### src/rtl/periph_bus_pkg.sv
// Shared types and constants for the peripheral bus controller and its timer.
// The FSM state encoding is exported so checkers can decode dbg_state_o.
package periph_bus_pkg;

    typedef enum logic [1:0] {
        IDLE   = 2'd0,
        ACCESS = 2'd1,
        RESP   = 2'd2
    } state_t;

    localparam int SLOT_LSB  = 12;
    localparam int SLOT_W    = 4;
    localparam int OFFSET_W  = 12;
    localparam int MAX_SLOTS = 16;

    localparam logic [31:0] ERR_RDATA = 32'h0000_0000;

    function automatic logic [MAX_SLOTS-1:0] slot_onehot(input logic [SLOT_W-1:0] slot);
        return {{(MAX_SLOTS-1){1'b0}}, 1'b1} << slot;
    endfunction

endpackage

### src/rtl/periph_bus_timer.sv
// Wait-state counter for one bus access: cleared outside ACCESS, counts up
// while enabled and holds once it has reached TIMEOUT.
module periph_bus_timer #(
    parameter int TIMEOUT = 255
) (
    input  logic clk,
    input  logic reset_ni,
    input  logic clr,
    input  logic en,
    output logic expired
);

    localparam int CNT_W = $clog2(TIMEOUT + 1);

    logic [CNT_W-1:0] count;

    always_ff @(posedge clk or negedge reset_ni) begin
        if (!reset_ni) begin
            count <= '0;
        end else if (clr) begin
            count <= '0;
        end else if (en && !expired) begin
            count <= count + CNT_W'(1);
        end
    end

    assign expired = (count == CNT_W'(TIMEOUT));

endmodule

### src/rtl/periph_bus_ctrl.sv
// Peripheral interconnect for the 0x2xxx_xxxx region: decodes one CPU request
// at a time onto N slots, waits for the slot, times out and counts errors.
//
// Handshake: a request transfers on a rising edge where req_valid_i and
// req_ready_o are both high; req_ready_o is high only in IDLE. On the slot
// side p_sel_o acts as valid and p_ready_i[slot] as ready; the access completes
// on the first edge where both are high. rsp_valid_o is a one-cycle pulse that
// cannot be stalled.
module periph_bus_ctrl
    import periph_bus_pkg::*;
#(
    parameter int         NUM_SLOTS = 8,
    parameter logic [3:0] REGION    = 4'h2,
    parameter int         TIMEOUT   = 255,
    parameter int         ERR_CNT_W = 16
) (
    input  logic                      clk,
    input  logic                      reset_ni,
    input  logic                      req_valid_i,
    output logic                      req_ready_o,
    input  logic [31:0]               req_addr_i,
    input  logic                      req_we_i,
    input  logic [31:0]               req_wdata_i,
    input  logic [3:0]                req_wmask_i,
    output logic                      rsp_valid_o,
    output logic [31:0]               rsp_rdata_o,
    output logic                      rsp_err_o,
    output logic [NUM_SLOTS-1:0]      p_sel_o,
    output logic                      p_we_o,
    output logic [OFFSET_W-1:0]       p_addr_o,
    output logic [31:0]               p_wdata_o,
    output logic [3:0]                p_wmask_o,
    input  logic [NUM_SLOTS-1:0]      p_ready_i,
    input  logic [32*NUM_SLOTS-1:0]   p_rdata_i,
    output logic [ERR_CNT_W-1:0]      err_count_o,
    output logic [1:0]                dbg_state_o
);

    localparam int RD_PAD_W = 32 * MAX_SLOTS;

    state_t                 state;
    logic [SLOT_W-1:0]      req_slot;
    logic [SLOT_W-1:0]      slot_q;
    logic                   decode_ok;
    logic [MAX_SLOTS-1:0]   req_onehot;
    logic [MAX_SLOTS-1:0]   ready_pad;
    logic [RD_PAD_W-1:0]    rdata_pad;
    logic                   slot_ready;
    logic [31:0]            slot_rdata;
    logic                   expired;
    logic                   unused_addr_bits;

    assign req_slot   = req_addr_i[SLOT_LSB +: SLOT_W];
    assign decode_ok  = (req_addr_i[31:28] == REGION) &&
                        ({28'd0, req_slot} < 32'(NUM_SLOTS));
    assign req_onehot = slot_onehot(req_slot);

    // Widen the slot buses to 16 lanes so a 4-bit slot index never overruns them.
    assign ready_pad  = MAX_SLOTS'(p_ready_i);
    assign rdata_pad  = RD_PAD_W'(p_rdata_i);
    assign slot_ready = ready_pad[slot_q];
    assign slot_rdata = rdata_pad[{slot_q, 5'd0} +: 32];

    assign unused_addr_bits = ^req_addr_i[27:16];
    assign dbg_state_o      = state;

    periph_bus_timer #(
        .TIMEOUT (TIMEOUT)
    ) u_timer (
        .clk      (clk),
        .reset_ni (reset_ni),
        .clr      (state != ACCESS),
        .en       (state == ACCESS),
        .expired  (expired)
    );

    always_ff @(posedge clk or negedge reset_ni) begin
        if (!reset_ni) begin
            state       <= IDLE;
            slot_q      <= '0;
            req_ready_o <= 1'b1;
            rsp_valid_o <= 1'b0;
            rsp_err_o   <= 1'b0;
            rsp_rdata_o <= ERR_RDATA;
            p_sel_o     <= '0;
            p_we_o      <= 1'b0;
            p_addr_o    <= '0;
            p_wdata_o   <= '0;
            p_wmask_o   <= '0;
            err_count_o <= '0;
        end else begin
            rsp_valid_o <= 1'b0;
            rsp_err_o   <= 1'b0;
            rsp_rdata_o <= ERR_RDATA;

            case (state)
                IDLE: begin
                    if (req_valid_i && req_ready_o) begin
                        req_ready_o <= 1'b0;
                        if (decode_ok) begin
                            state     <= ACCESS;
                            slot_q    <= req_slot;
                            p_sel_o   <= req_onehot[NUM_SLOTS-1:0];
                            p_we_o    <= req_we_i;
                            p_addr_o  <= req_addr_i[OFFSET_W-1:0];
                            p_wdata_o <= req_wdata_i;
                            p_wmask_o <= req_we_i ? req_wmask_i : 4'h0;
                        end else begin
                            state       <= RESP;
                            rsp_valid_o <= 1'b1;
                            rsp_err_o   <= 1'b1;
                            if (err_count_o != '1)
                                err_count_o <= err_count_o + ERR_CNT_W'(1);
                        end
                    end
                end

                ACCESS: begin
                    // Ready is checked before the timeout so a late slot still succeeds.
                    if (slot_ready) begin
                        state       <= RESP;
                        rsp_valid_o <= 1'b1;
                        rsp_rdata_o <= p_we_o ? ERR_RDATA : slot_rdata;
                        p_sel_o     <= '0;
                        p_we_o      <= 1'b0;
                        p_wmask_o   <= 4'h0;
                    end else if (expired) begin
                        state       <= RESP;
                        rsp_valid_o <= 1'b1;
                        rsp_err_o   <= 1'b1;
                        p_sel_o     <= '0;
                        p_we_o      <= 1'b0;
                        p_wmask_o   <= 4'h0;
                        if (err_count_o != '1)
                            err_count_o <= err_count_o + ERR_CNT_W'(1);
                    end
                end

                RESP: begin
                    state       <= IDLE;
                    req_ready_o <= 1'b1;
                end

                default: begin
                    state       <= IDLE;
                    req_ready_o <= 1'b1;
                    p_sel_o     <= '0;
                end
            endcase
        end
    end

endmodule

### config.mk
export PLATFORM = sky130hd
export DESIGN_NAME = periph_bus_ctrl
export DESIGN_NICKNAME = d
export VERILOG_FILES = /design/src/rtl/periph_bus_pkg.sv /design/src/rtl/periph_bus_timer.sv /design/src/rtl/periph_bus_ctrl.sv
export SDC_FILE = /design/constraint.sdc
export NUM_CORES = 1
export LEC_CHECK = 0
export ABC_AREA = 1
export BUFFER_PORTS_ARGS = -buffer_cell sky130_fd_sc_hd__clkbuf_2
export CORE_AREA = 2 2 175 177
export DETAILED_ROUTE_END_ITERATION = 8
export DIE_AREA = 0 0 177 179
export PLACE_DENSITY_LB_ADDON = 0.1
export SLEW_MARGIN = 5
export SYNTH_ARGS = -nofsm -noshare
export SYNTH_HDL_FRONTEND = slang
export SYNTH_SLANG_ARGS = --single-unit
### constraint.sdc
create_clock -name clk -period 2 [get_ports clk]
set_input_delay 0 -clock clk [delete_from_list [all_inputs] [get_ports clk]]
set_output_delay 0 -clock clk [all_outputs]
set_load 0.01 [all_outputs]
* Word-level counts from Yosys, hierarchy flattened
Cells that the tools add are included.
** Storage, ports and cells
- Logic and storage cells :: 89
- Input bits :: 336
- Output and inout port bits :: 110
- Register bits :: 122
** Operators by class
- Shift-type cells :: 2
- Equality and inequality tests :: 12
- Add/sub/neg operators :: 2
- Order comparisons :: 2
- Bitwise logic cells :: 2
- Reductions and logical operators :: 13
- Muxes and demuxes :: 43
** Operators with widths (number)
- $shiftx A512 B10 Y32 :: 1
- $mux W32 :: 3
- $mux W16 :: 5
- $mux W8 :: 6
- $pmux W16 S2 :: 1
- $pmux W8 S3 :: 1
- $mux W4 :: 5
- $add A16 B1 Y16 const B :: 1
- $ne A16 B16 Y1 const B :: 1
- $mux W1 :: 11
- $ne A2 B2 Y1 const B :: 5
- $add A8 B1 Y8 const B :: 1
- $eq A8 B8 Y1 const B :: 1
- $mux W2 :: 4
- $pmux W1 S2 :: 4
- $pmux W4 S2 :: 1
- $reduce_and A4 Y1 :: 2
- $shl A1 B4 Y8 const A :: 1
- $lt A4 B5 Y1 const B :: 1
- $reduce_and A5 Y1 :: 1
- $bmux W1 S4 :: 1
- $eq A4 B2 Y1 const B :: 1
- $lt A4 B4 Y1 const B :: 1
- $pmux W2 S2 :: 1
- 11 further kinds :: 16

* Longest topological paths before layout
Gate-level depths: netlist of the first run.
- Depth in word-level cells :: 5
- Mapped depth :: 11
- Mapped depth without buffers :: 10

* Cells and area by module
A second synthesis of the first run with hierarchy kept.
** Unflattened totals
- Cells, all modules :: 920
- Area total of the unflattened synthesis :: 7247.0 sq um
** By module, submodules not included
- periph_bus_ctrl :: sequential area each 2854.0 sq um, instances 1, cells each 850, area an instance 6739.0 sq um
- periph_bus_timer :: sequential area each 200.2 sq um, instances 1, cells each 70, area an instance 508.0 sq um

* Least setup slack after synthesis of the first run
Ideal clock, no wire load.
- Kind :: register -> register
- Start :: reg err_count_o[0]
- End :: reg err_count_o[12]
- Period minus slack after synthesis :: 1.646 ns
- Path buffers :: 1
- Arrival time :: 1.529 ns
- Setup slack :: 0.354 ns
- Required time :: 1.883 ns
- Stages on the path, launching flop included :: 11
- Setup time :: 0.117 ns
- Path through :: dfrtp_1 > ha_1 > nand3_1 > inv_1 > nand2_1 > o21ai_1 > inv_1 > nand3_4 > buf_6 > nand2_1 > nand2_1
** Between the ends
- Longest elaborated chain between the ends :: 5
- Elaborated cells on any way between the ends :: 8
- Those cells by class :: add/sub (1); eq/ne (1); mux (6)
** Ends and longest elaborated chain
- start: declaration :: RTL line periph_bus_ctrl.sv:35 : output logic [ERR_CNT_W-1:0] err_count_o,
- start signal: assignment :: RTL line periph_bus_ctrl.sv:113 : err_count_o <= err_count_o + ERR_CNT_W'(1);
- start signal: assignment :: RTL line periph_bus_ctrl.sv:135 : err_count_o <= err_count_o + ERR_CNT_W'(1);
- $add A16 B1 Y16 or $ne A16 B16 Y1 (tied branches)
- $mux W16 * :: RTL line periph_bus_ctrl.sv:112, periph_bus_ctrl.sv:134
- $mux W16, on equally long branches :: RTL line periph_bus_ctrl.sv:127, periph_bus_ctrl.sv:100
- $mux W16, on equally long branches :: RTL line periph_bus_ctrl.sv:120, periph_bus_ctrl.sv:98
- $pmux W16 S2 * :: RTL line periph_bus_ctrl.sv:96 : case (state)
Every way passes the cells marked *; elsewhere a longest branch is shown, timed or not. The select of a mux whose other input is x is not followed.
A chain may end at the register's enable or synchronous reset.

* Final worst setup path of the first run
- Start :: reg slot_q[0]
- End :: reg rsp_rdata_o[8]
** Between the ends
- Longest elaborated chain between the ends :: 4
- Elaborated cells on any way between the ends :: 6
- Those cells by class :: shift (1); mux (5)
** Ends and longest elaborated chain
- start: declaration :: RTL line periph_bus_ctrl.sv:43 : logic [SLOT_W-1:0] slot_q;
- start signal: assignment :: RTL line periph_bus_ctrl.sv:102 : slot_q <= req_slot;
- $shiftx A512 B10 Y32 or $bmux W1 S4 (tied branches) :: RTL line periph_bus_ctrl.sv:62, periph_bus_ctrl.sv:61
- $mux W32 or $mux W1 (tied branches) :: RTL line periph_bus_ctrl.sv:123, periph_bus_ctrl.sv:61
- $mux W32 * :: RTL line periph_bus_ctrl.sv:120 : if (slot_ready) begin
- $mux W32 * :: RTL line periph_bus_ctrl.sv:96
- end signal: assignment :: RTL line periph_bus_ctrl.sv:123 : rsp_rdata_o <= p_we_o ? ERR_RDATA : slot_rdata;
- end: declaration :: RTL line periph_bus_ctrl.sv:26 : output logic [31:0] rsp_rdata_o,
Marked as above.

==> out/results.ini, run 1 <==
[pwr]
total_power_mw = 9.12
ir_worst_vdd_mv = 0.622
p_leak_nw = 6.08
power_density_mw_per_mm2 = 794

[logic_synthesis]
yosysTopAreaCellShare = 0.413
ys_seq_area_frac = 0.416
postSynth.asyncResetShare = 1.00
ys_warn_count = 0
yosys.area.top_type = dfrtp_1
synthFlopType = dfrtp_1
synth-edff-count = 0
avgSynthCellArea_um2 = 7.56
synth_area_mm2 = 0.00734
yosysUniqueCellTypes = 34
synthCells = 971
syn_nets = 1309
synth_top_cells_by_area = dfrtp_1, o21ai_0, nor2_1
synth-seq-cells = 122

[setup_path]
path_max_fanout = 32
worstPathArrival_ns = 2.22
crit_buf_inv = 2
slowest_stage = dfrtp_4
cpPeakStageDelay_ns = 0.55
cp_data_required_time_ns = 2.33
end_kind = register
path_cells = buf_4 -> nand2_1 -> nand3_1 -> nand3_1 -> nand4_4 -> buf_12 -> nor3_1
critPathTopFamily = simple AND/OR/NAND/NOR gates
path_class = register to register
cp_common_cell = nand3_1
start_kind = register

[drt]
routed_via_density = 4.58
first_pass_iters = 5
vias = 8588
first_iter_violations = 443
ant_nets = 0
detail_route.wl_per_cell_um = 17.1
wirelength_um = 32100
route.detailed.drc = 0

[sta]
whs_ns = 0.0152
setup_tns_ns = 0
drv_slew = 0
relSlewSlack = 0.580
grt_setup_unrepaired = no
timing.fmax_mhz = 529
finClkSkew_ns = 0.0134
finalHoldViolations = 0
final.min_clock_period_ns = 1.89
min_period_over_period = 0.945
worstMarginPinSlew_ns = 0.629
setup_viol = 0

[global_route]
grt_pass1_wl_um = 46500
grt_pass1_vias = 8430
antenna_found_initial = 1
grt_start_max_net_pins = 82
track_usage = 0.192
grt_overflow = 0

[placement]
hpwl_um = 23500
io_buffers = 433
gp_congestion = 0.868

[floorplan]
floorplan.initialDensity = 0.244
rows = 64
dieWidth_um = 177
core_mm2 = 0.0300
ios = 446
dieArea_mm2 = 0.0317
die-height_um = 179

[run_status]
status = complete, no violations

[finish]
layout-drive-gt1-share = 0.393
syn_to_final_growth_pct = 56.6
seqCellArea_mm2 = 0.00306
nFillCells = 3219
multi_input_area_mm2 = 0.00383
nets = 1804

[clocking]
numCtsBuffers = 17
cts_root_buf = clkbuf_16
clock_path_buffers = 2
cts_sinks = 122
clk_pin_slew_ns = 0.07
htreeDepth = 4
cts_tree = built
worstSkewPairLatency_ns = 0.42

[hold_path]
hold_class = input port to register

[job]
drv_cap = 0

[registers in the layout, indices dropped and copies added (netlist names)]
register and cells:
slot_q 4, p_we_o 1, p_wdata_o 32, req_ready_o 1, rsp_valid_o 1, p_wmask_o 4, err_count_o 16, p_sel_o 8
rsp_rdata_o 32, dbg_state_o 2, u_timer.count 8, p_addr_o 12, rsp_err_o 1
[timing repair]
| action | in CTS | in global routing |
|---|---|---|
| setup buffers | 0 | 8 |
| resized for setup | 0 | 11 |
| endpoints found under the setup margin | 0 | 11 |
| endpoints found under the hold margin | 189 | 0 |
| hold buffers | 64 | 0 |
[cells by family after synthesis]
group / Yosys count / share of synthesized area
muxes: 44 / 0.0675
buffers and inverters: 106 / 0.0653
DFF: 122 / 0.416
xor gates and xnor gates: 10 / 0.0119
adders and majority gates: 2 / 0.00341
and+or+nand+nor: 451 / 0.264
AOI/OAI and AO/OA: 236 / 0.172
[path summary, 6_finish.rpt]
kind                                 from         endpoint  slack [ns]  cells after the start
setup reg to reg                slot_q[0]   rsp_rdata_o[8]        0.11                      7
hold / removal             p_rdata_i[226]   rsp_rdata_o[2]        0.02                      5
setup / recovery                slot_q[0]   rsp_rdata_o[8]        0.11                      7
max in group asynchronous        reset_ni        slot_q[0]        1.16                      3
min in group asynchronous        reset_ni  rsp_rdata_o[23]        0.06                      2
hold reg to reg              p_wmask_o[1]     p_wmask_o[1]        0.47                      2
[per-layer routing]
metal / vias to the layer above / wire length [um] / GRT usage / part of all wire
li1: 4284 / - / - / -
met1: 3968 / 13900 / 0.235 / 0.43
met2: 302 / 15500 / 0.334 / 0.48
met3: 34 / 2100 / 0.0498 / 0.066
met4: 0 / 587 / 0.0503 / 0.018
met5: - / 0 / 0 / 0
[worst reg2reg max path: stages, from the launching register on]
cell and delay [ns]:
dfrtp_4 0.55, buf_4 0.20, nand2_1 0.07, nand3_1 0.07
nand3_1 0.16, nand4_4 0.25, buf_12 0.26, nor3_1 0.25
[layout make-up]
cell class	instances	area share
diodes	1	0.000218
clock buffers	17	0.0370
clock inverters	15	0.0127
inverters	37	0.0132
multi-input cells	743	0.334
flip-flops and latches	122	0.266
well taps	396	0.0431
repair buffers	545	0.294
[metrics by stage]
| stage | utilization | instances | area (um^2) | worst slack (ns) |
|---|---|---|---|---|
| after floorplan | - | 971 | 7340 | 0.354 |
| after global placement | 0.336 | 1768 | 10100 | 0.198 |
| after detailed placement | 0.336 | 1768 | 10100 | 0.166 |
| after CTS | 0.376 | 1864 | 11300 | 0.0647 |
| after global routing | 0.383 | 1876 | 11500 | 0.000143 |
| final | 0.383 | 1876 | 11500 | 0.110 |
[synthesized netlist by cell type, types with 2 or more instances]
cell,instances
a21oi_1,4
a31oi_1,2
buf_1,3
buf_2,29
buf_4,10
clkbuf_1,26
dfrtp_1,121
ha_1,2
inv_1,34
inv_2,3
mux2_2,44
nand2_1,114
nand2_2,3
nand3_1,29
nand3_2,2
nand3b_1,2
nand4_1,30
nor2_1,237
nor2_4,2
nor3_1,27
o211ai_1,29
o21ai_0,187
o21ai_1,12
xnor2_1,8
xor2_1,2
[power by group]
group / internal [mW] / switching (mW)
clock: 1.66 / 1.35
combinational: 1.29 / 1.86
sequential: 2.77 / 0.204
[cells in the final DEF, fill, tap and decap left out, drive strengths merged]
cell type    netlist  layout
clkbuf            26     453
nor2             239     239
o21ai            199     199
dfrtp            121     121
nand2            118     118
dlygate4sd3        0      63
buf               43      46
inv               37      46
mux2              44      44
nand3             32      32
nand4             31      31
o211ai            29      29
nor3              28      28
xnor2              8       8
a21oi              4       4
clkinv             0       4
nand3b             2       2
a31oi              2       2
xor2               2       2
ha                 2       2
clkinvlp           0       2
diode              0       1
o21bai             1       1
o31ai              1       1
and2               1       1
dfstp              1       1
Power figures use the tool's default switching activity.
==> run 2, diff against run 1 <==
--- a/config.mk
+++ b/config.mk
@@ -10,7 +10,9 @@
 export CORE_AREA = 2 2 175 177
 export DETAILED_ROUTE_END_ITERATION = 8
 export DIE_AREA = 0 0 177 179
+export GPL_TIMING_DRIVEN = 0
 export PLACE_DENSITY_LB_ADDON = 0.1
+export SETUP_SLACK_MARGIN = 0.15
 export SLEW_MARGIN = 5
 export SYNTH_ARGS = -nofsm -noshare
 export SYNTH_HDL_FRONTEND = slang
==> run 2 against run 1 <==
Setup slack better by 0.10 ns. Combinational power is 12% higher. Critical path depth stayed put. Largest cell class unchanged. Largest power group unchanged.
==> out/results.ini, run 2 (synthesis gave the netlist of run 1 again) <==
[run_status]
status = complete, no violations

[setup_path]
start_kind = register
r2r_slack_ns = 0.21  ; +0.10 ns
worstPathArrival_ns = 2.11  ; -0.11 ns
path_max_fanout = 10  ; -69%
path_class = register to register
cp_data_required_time_ns = 2.33  ; about the same
end_kind = register

[floorplan]
floorplan.initialDensity = 0.244  ; unchanged
core_mm2 = 0.0300  ; unchanged
dieArea_mm2 = 0.0317  ; unchanged
ios = 446  ; unchanged
rows = 64  ; unchanged
dieWidth_um = 177  ; unchanged
die-height_um = 179  ; unchanged

[clocking]
cts_tree = built
cts_root_buf = clkbuf_16
clock_path_buffers = 2  ; unchanged
numCtsBuffers = 17  ; unchanged
htreeDepth = 4  ; unchanged
worstSkewPairLatency_ns = 0.43  ; about the same
cts_sinks = 122  ; unchanged
clk_pin_slew_ns = 0.06  ; about the same

[pwr]
p_leak_nw = 6.31  ; +3.8%
ir_worst_vdd_mv = 0.491  ; -21%
seqPwrFrac = 0.310  ; -0.016
power_density_mw_per_mm2 = 809  ; +1.9%
pwr-share-comb = 0.368  ; +0.023
clockPowerShare = 0.322  ; -0.007
p_switching_mw = 3.66  ; +7.3%
total_power_mw = 9.53  ; +4.5%
internal_power_mw = 5.87  ; +2.8%
sw_frac_of_total = 0.384  ; +0.0102

[sta]
final.min_clock_period_ns = 1.79  ; -0.105 ns
finClkSkew_ns = 0.0172  ; +0.00378 ns
setup_ws_ns = 0.215  ; +0.105 ns
drv_slew = 0  ; unchanged
grt_setup_unrepaired = yes
min_period_over_period = 0.893  ; -0.0523
whs_ns = 0.00749  ; -0.00768 ns
timing.fmax_mhz = 560  ; +5.9%
worstMarginPinSlew_ns = 0.694  ; +0.0643 ns
relSlewSlack = 0.538  ; -0.0424
finalHoldViolations = 0  ; unchanged
setup_viol = 0  ; unchanged

[finish]
layout-drive-gt1-share = 0.423  ; +0.0306
nets = 1860  ; +3.1%
fin_area_mm2 = 0.0118  ; +2.5%
syn_to_final_growth_pct = 60.6
multi_input_area_mm2 = 0.00393  ; +2.5%
nFillCells = 3227  ; +0.25%
final_common_cell = clkbuf_2
seqCellArea_mm2 = 0.00305  ; -0.25%
largestRegisters = p_wdata_o x32, rsp_rdata_o x32, err_count_o x16
final_cell_mix = clkbuf_2, nor2_1, o21ai_0, dfrtp_1, nand2_1

[drt]
ant_nets = 0  ; unchanged
first_pass_iters = 5  ; unchanged
wirelength_um = 36200  ; +13%
detail_route.wl_per_cell_um = 18.7  ; +9.6%
route.detailed.drc = 0  ; unchanged
routed_via_density = 4.60  ; +0.57%
vias = 8895  ; +3.6%
first_iter_violations = 549  ; +24%

[placement]
dpl_worst_slack_ns = -0.189  ; -0.355 ns
gp_congestion = 0.916  ; +5.6%
io_buffers = 433  ; unchanged
place_area_mm2 = 0.0100  ; -0.43%
hpwl_um = 27900  ; +19%

[global_route]
globalRouteMet2Util = 0.381  ; +0.0465
met3_usage = 0.0394  ; -0.0104
antenna_found_initial = 2  ; +1
grt_pass1_vias = 8848  ; +5.0%
grt_start_max_net_pins = 100  ; +22%
grtUsageMet1 = 0.293  ; +0.0578
grt_overflow = 0  ; unchanged
grt_pass1_wl_um = 53000  ; +14%
track_usage = 0.225  ; +0.0324
grt.busiest_layer = met2

[hold_path]
hold_class = input port to register

[job]
drv_cap = 0  ; unchanged

-- run 2: cell types whose count changed in the layout (fill, tap and decap cells not counted), sizes merged --
cell / change
dlygate4sd3: +1
inv: -1
buf: +29
clkinv: -1
clkinvlp: +2
clkbuf: +26
-- run 2: cell type report --
type,count,area share
multi-input cells,743,0.334
clock inverters,15,0.0127
plain buffers,69,0.0388
inverters,37,0.0123
well taps,396,0.0421
repair buffers,532,0.265
flip-flops and latches,122,0.259
clock buffers,17,0.0361
diodes,1,0.000212
-- run 2: path summary, 6_finish.rpt --
kind / endpoint / start / cells past startpoint
max in group asynchronous: req_ready_o / reset_ni / 3
hold reg to reg: p_sel_o[5] / p_sel_o[5] / 2
hold / removal: rsp_rdata_o[26] / p_rdata_i[186] / 5
setup / recovery: rsp_rdata_o[5] / slot_q[0] / 7
min in group asynchronous: rsp_rdata_o[10] / reset_ni / 2
setup reg to reg: rsp_rdata_o[5] / slot_q[0] / 7
-- run 2: critical path, cell delays in order, from the launching register on --
cell and delay [ns]:
dfrtp_1 0.34, buf_6 0.13, buf_4 0.14, clkbuf_1 0.38, o21ai_0 0.16, o211ai_1 0.23
o21ai_0 0.14, nor3_1 0.17
-- run 2: metrics by stage --
step | utilization | setup TNS (ns) | std cells
after global placement | 0.333 | -164.23 | 1800
after detailed placement | 0.334 | -1.04 | 1801
after CTS | 0.379 | 0 | 1902
after global routing | 0.392 | 0 | 1932
final | 0.392 | 0 | 1932
after floorplan | - | 0 | 971
-- run 2: power by group through the flow --
stage / Sequential (mW) / Clock (mW) / Combinational, mW
detailed placement: 3.00 / 0 / 3.01
global placement: 2.99 / 0 / 3.01
floorplan: 3.12 / 0 / 1.49
finish: 2.96 / 3.06 / 3.51
global route: 2.99 / 3.25 / 3.90
CTS: 2.96 / 3.17 / 3.21
-- run 2: repair_timing --
item | 4_1_cts | 5_1_grt
endpoints found under the setup margin | 63 | 107
resized for setup | 45 | 85
pin swaps | 2 | 13
hold endpoints to repair | 191 | 0
hold buffers | 64 | 0
buffers inserted | 5 | 28
cloned | 0 | 1
-- run 2: layer usage --
metal	vias up	routed length (um)	share of wire
met4	0	640	0.018
met2	309	17300	0.48
met1	4164	16300	0.45
li1	4389	-	-
met5	-	0	0
met3	33	2010	0.055
==> run 3, diff against run 2 <==
--- a/config.mk
+++ b/config.mk
@@ -7,11 +7,13 @@
 export LEC_CHECK = 0
 export ABC_AREA = 1
 export BUFFER_PORTS_ARGS = -buffer_cell sky130_fd_sc_hd__clkbuf_2
-export CORE_AREA = 2 2 175 177
+export CELL_PAD_IN_SITES_DETAIL_PLACEMENT = 1
+export CELL_PAD_IN_SITES_GLOBAL_PLACEMENT = 2
+export CORE_UTILIZATION = 22
+export CTS_CLUSTER_SIZE = 10
 export DETAILED_ROUTE_END_ITERATION = 8
-export DIE_AREA = 0 0 177 179
 export GPL_TIMING_DRIVEN = 0
-export PLACE_DENSITY_LB_ADDON = 0.1
+export PLACE_DENSITY = 0.78
 export SETUP_SLACK_MARGIN = 0.15
 export SLEW_MARGIN = 5
 export SYNTH_ARGS = -nofsm -noshare
==> run 3 against run 2 <==
Non-clock buffer count down 8. Die area up 7.6%. Via count up 3.2%. Sequential share of layout area down 0.26 points. Routed wire length up 10%. Sequential cell count unchanged. Clock power about the same. Cell area up 1.0%. Critical path type unchanged. Critical endpoint is now rsp_rdata_o[9].
==> out/results.ini, run 3 (synthesis gave the netlist of run 1 again) <==
[sta]
timing.fmax_mhz = 548  ; -2.2%
worstMarginPinSlew_ns = 0.727  ; +0.0335 ns
relSlewSlack = 0.515  ; -0.0223
min_period_over_period = 0.913  ; +0.0205
grt_setup_unrepaired = yes
setup_viol = 0  ; unchanged
final.min_clock_period_ns = 1.83  ; +0.0411 ns
finalHoldViolations = 0  ; unchanged
drv_slew = 0  ; unchanged
whs_ns = 0.0149  ; +0.00743 ns
finClkSkew_ns = 0.0169  ; -0.000334 ns

[setup_path]
r2r_slack_ns = 0.17  ; -0.04 ns
start_kind = register
path_max_fanout = 10  ; unchanged
cp_data_required_time_ns = 2.35  ; +0.02 ns
r2r_start = slot_q[0]
r2r-end = rsp_rdata_o[9]
worstPathArrival_ns = 2.18  ; +0.07 ns
rr_worst_depth = 9  ; +2
path_class = register to register
end_kind = register

[global_route]
grtUsageMet1 = 0.261  ; -0.0326
grt_pass1_vias = 9965  ; +13%
met3_usage = 0.0533  ; +0.0139
grt_pass1_wl_um = 58400  ; +10%
grt_start_max_net_pins = 84  ; -16%
globalRouteMet2Util = 0.429  ; +0.0488
track_usage = 0.233  ; +0.00808
grt.busiest_layer = met2
grt_overflow = 0  ; unchanged
antenna_found_initial = 3  ; +1

[floorplan]
ios = 446  ; unchanged
core_mm2 = 0.0327  ; +8.9%
floorplan.initialDensity = 0.224  ; -0.0200
dieWidth_um = 185  ; +4.3%
dieArea_mm2 = 0.0341  ; +7.6%
die-height_um = 185  ; +3.1%
rows = 66  ; +3.1%

[placement]
gp_congestion = 0.874  ; -4.6%
io_buffers = 433  ; unchanged
hpwl_um = 30900  ; +11%
place_area_mm2 = 0.0101  ; +0.57%

[clocking]
worstSkewPairLatency_ns = 0.43  ; about the same
cts_sinks = 122  ; unchanged
numCtsBuffers = 17  ; unchanged
htreeDepth = 4  ; unchanged
clock_path_buffers = 2  ; unchanged
cts_root_buf = clkbuf_16
clk_pin_slew_ns = 0.07  ; about the same
cts_tree = built

[hold_path]
hold_class = input port to register
min_to = rsp_rdata_o[19]
whs_path_depth = 5  ; unchanged
hp-start = p_rdata_i[211]

[drt]
wirelength_um = 39900  ; +10%
detail_route.wl_per_cell_um = 20.2  ; +8.0%
route.detailed.drc = 0  ; unchanged
vias = 9178  ; +3.2%
routed_via_density = 4.66  ; +1.1%
first_pass_iters = 4  ; -1
ant_nets = 0  ; unchanged
first_iter_violations = 336  ; -39%

[pwr]
power_density_mw_per_mm2 = 807  ; -0.20%
ir_worst_vdd_mv = 0.518  ; +5.5%
p_leak_nw = 6.29  ; -0.41%

[finish]
largestRegisters = p_wdata_o x32, rsp_rdata_o x32, err_count_o x16
final_cell_mix = clkbuf_2, nor2_1, o21ai_0, dfrtp_1, nand2_1
layout-drive-gt1-share = 0.422  ; -0.00106
final_common_cell = clkbuf_2
nets = 1852  ; -0.43%
syn_to_final_growth_pct = 62.2
fin_area_mm2 = 0.0119  ; +1.0%

[run_status]
status = complete, no violations

[job]
drv_cap = 0  ; unchanged

run 3: cell types whose count changed in the layout (fill, tap and decap cells not counted), moves of 3 or more:
cell | previous run | this run
buf_4 | 46 | 29
o21ai_0 | 169 | 156
o21ai_1 | 27 | 36
dlygate4sd3_1 | 64 | 68
o21ai_2 | 3 | 7
buf_6 | 9 | 12
buf_8 | 1 | 4
clkbuf_2 | 447 | 444
clkbuf_4 | 9 | 12
nand2_2 | 9 | 12
run 3: where the power goes:
| part | switching, mW | internal (mW) | leakage [nW] | total (mW) |
|---|---|---|---|---|
| combinational | 2.13 | 1.42 | 4.34 | 3.55 |
| sequential | 0.204 | 2.77 | 1.67 | 2.97 |
| clock | 1.43 | 1.66 | 0.273 | 3.08 |
| total | 3.76 | 5.84 | 6.29 | 9.60 |
run 3: stage by stage:
stage          setup TNS (ns)  power (mW)  setup WS [ns]   util  std cells
2_1_floorplan               0        4.61          0.354      -        971
3_3_place_gp          -164.13        6.03          -1.26  0.308       1846
3_5_place_dp           -12.82        6.09         -0.345  0.309       1847
4_1_cts                     0        9.46          0.145  0.354       1957
5_1_grt                     0        10.2         0.0856  0.364       1971
6_report                    0        9.60          0.174  0.364       1971
run 3: final cells by class:
type                    instances  area [um^2]
inverters                      37          145
fillers                      4120        20800
clock inverters                15          145
repair buffers                525         3110
flip-flops and latches        122         3050
clock buffers                  17          425
multi-input cells             743         3960
well taps                     442          553
plain buffers                  68          505
diodes                          2         5.00
run 3: worst max-delay path by stage:
stage,startpoint,to,slack (ns)
final,slot_q[0],rsp_rdata_o[9],0.17
after global routing,slot_q[0],err_count_o[14],0.09
after CTS,u_timer.count[0],err_count_o[11],0.14
after detailed placement,slot_q[2],rsp_rdata_o[1],-0.35
after global placement,reset_ni,p_sel_o[7],-1.26
after floorplan,err_count_o[0],err_count_o[12],0.35
run 3: repair_timing:
action                                  in CTS  in global routing
buffers inserted                            10                 11
pin swaps                                    5                 20
resized for setup                           67                 92
hold endpoints to repair                   190                  0
endpoints found under the setup margin     107                106
gates cloned                                 0                  2
hold buffers                                68                  0
run 3: routing by layer:
metal / vias to the layer above / wire length [um]
met5: - / 14
met4: 2 / 991
met3: 48 / 2780
met2: 343 / 20100
met1: 4405 / 16000
li1: 4380 / -
run 3: worst max-delay path, cell delays in order (launching register included):
cell and delay (ns):
dfrtp_1 0.37, buf_6 0.14, clkinvlp_4 0.14, buf_8 0.15, buf_4 0.19, buf_6 0.16
nor2_1 0.05, o211ai_1 0.32, nand3_1 0.13, nor2_1 0.10
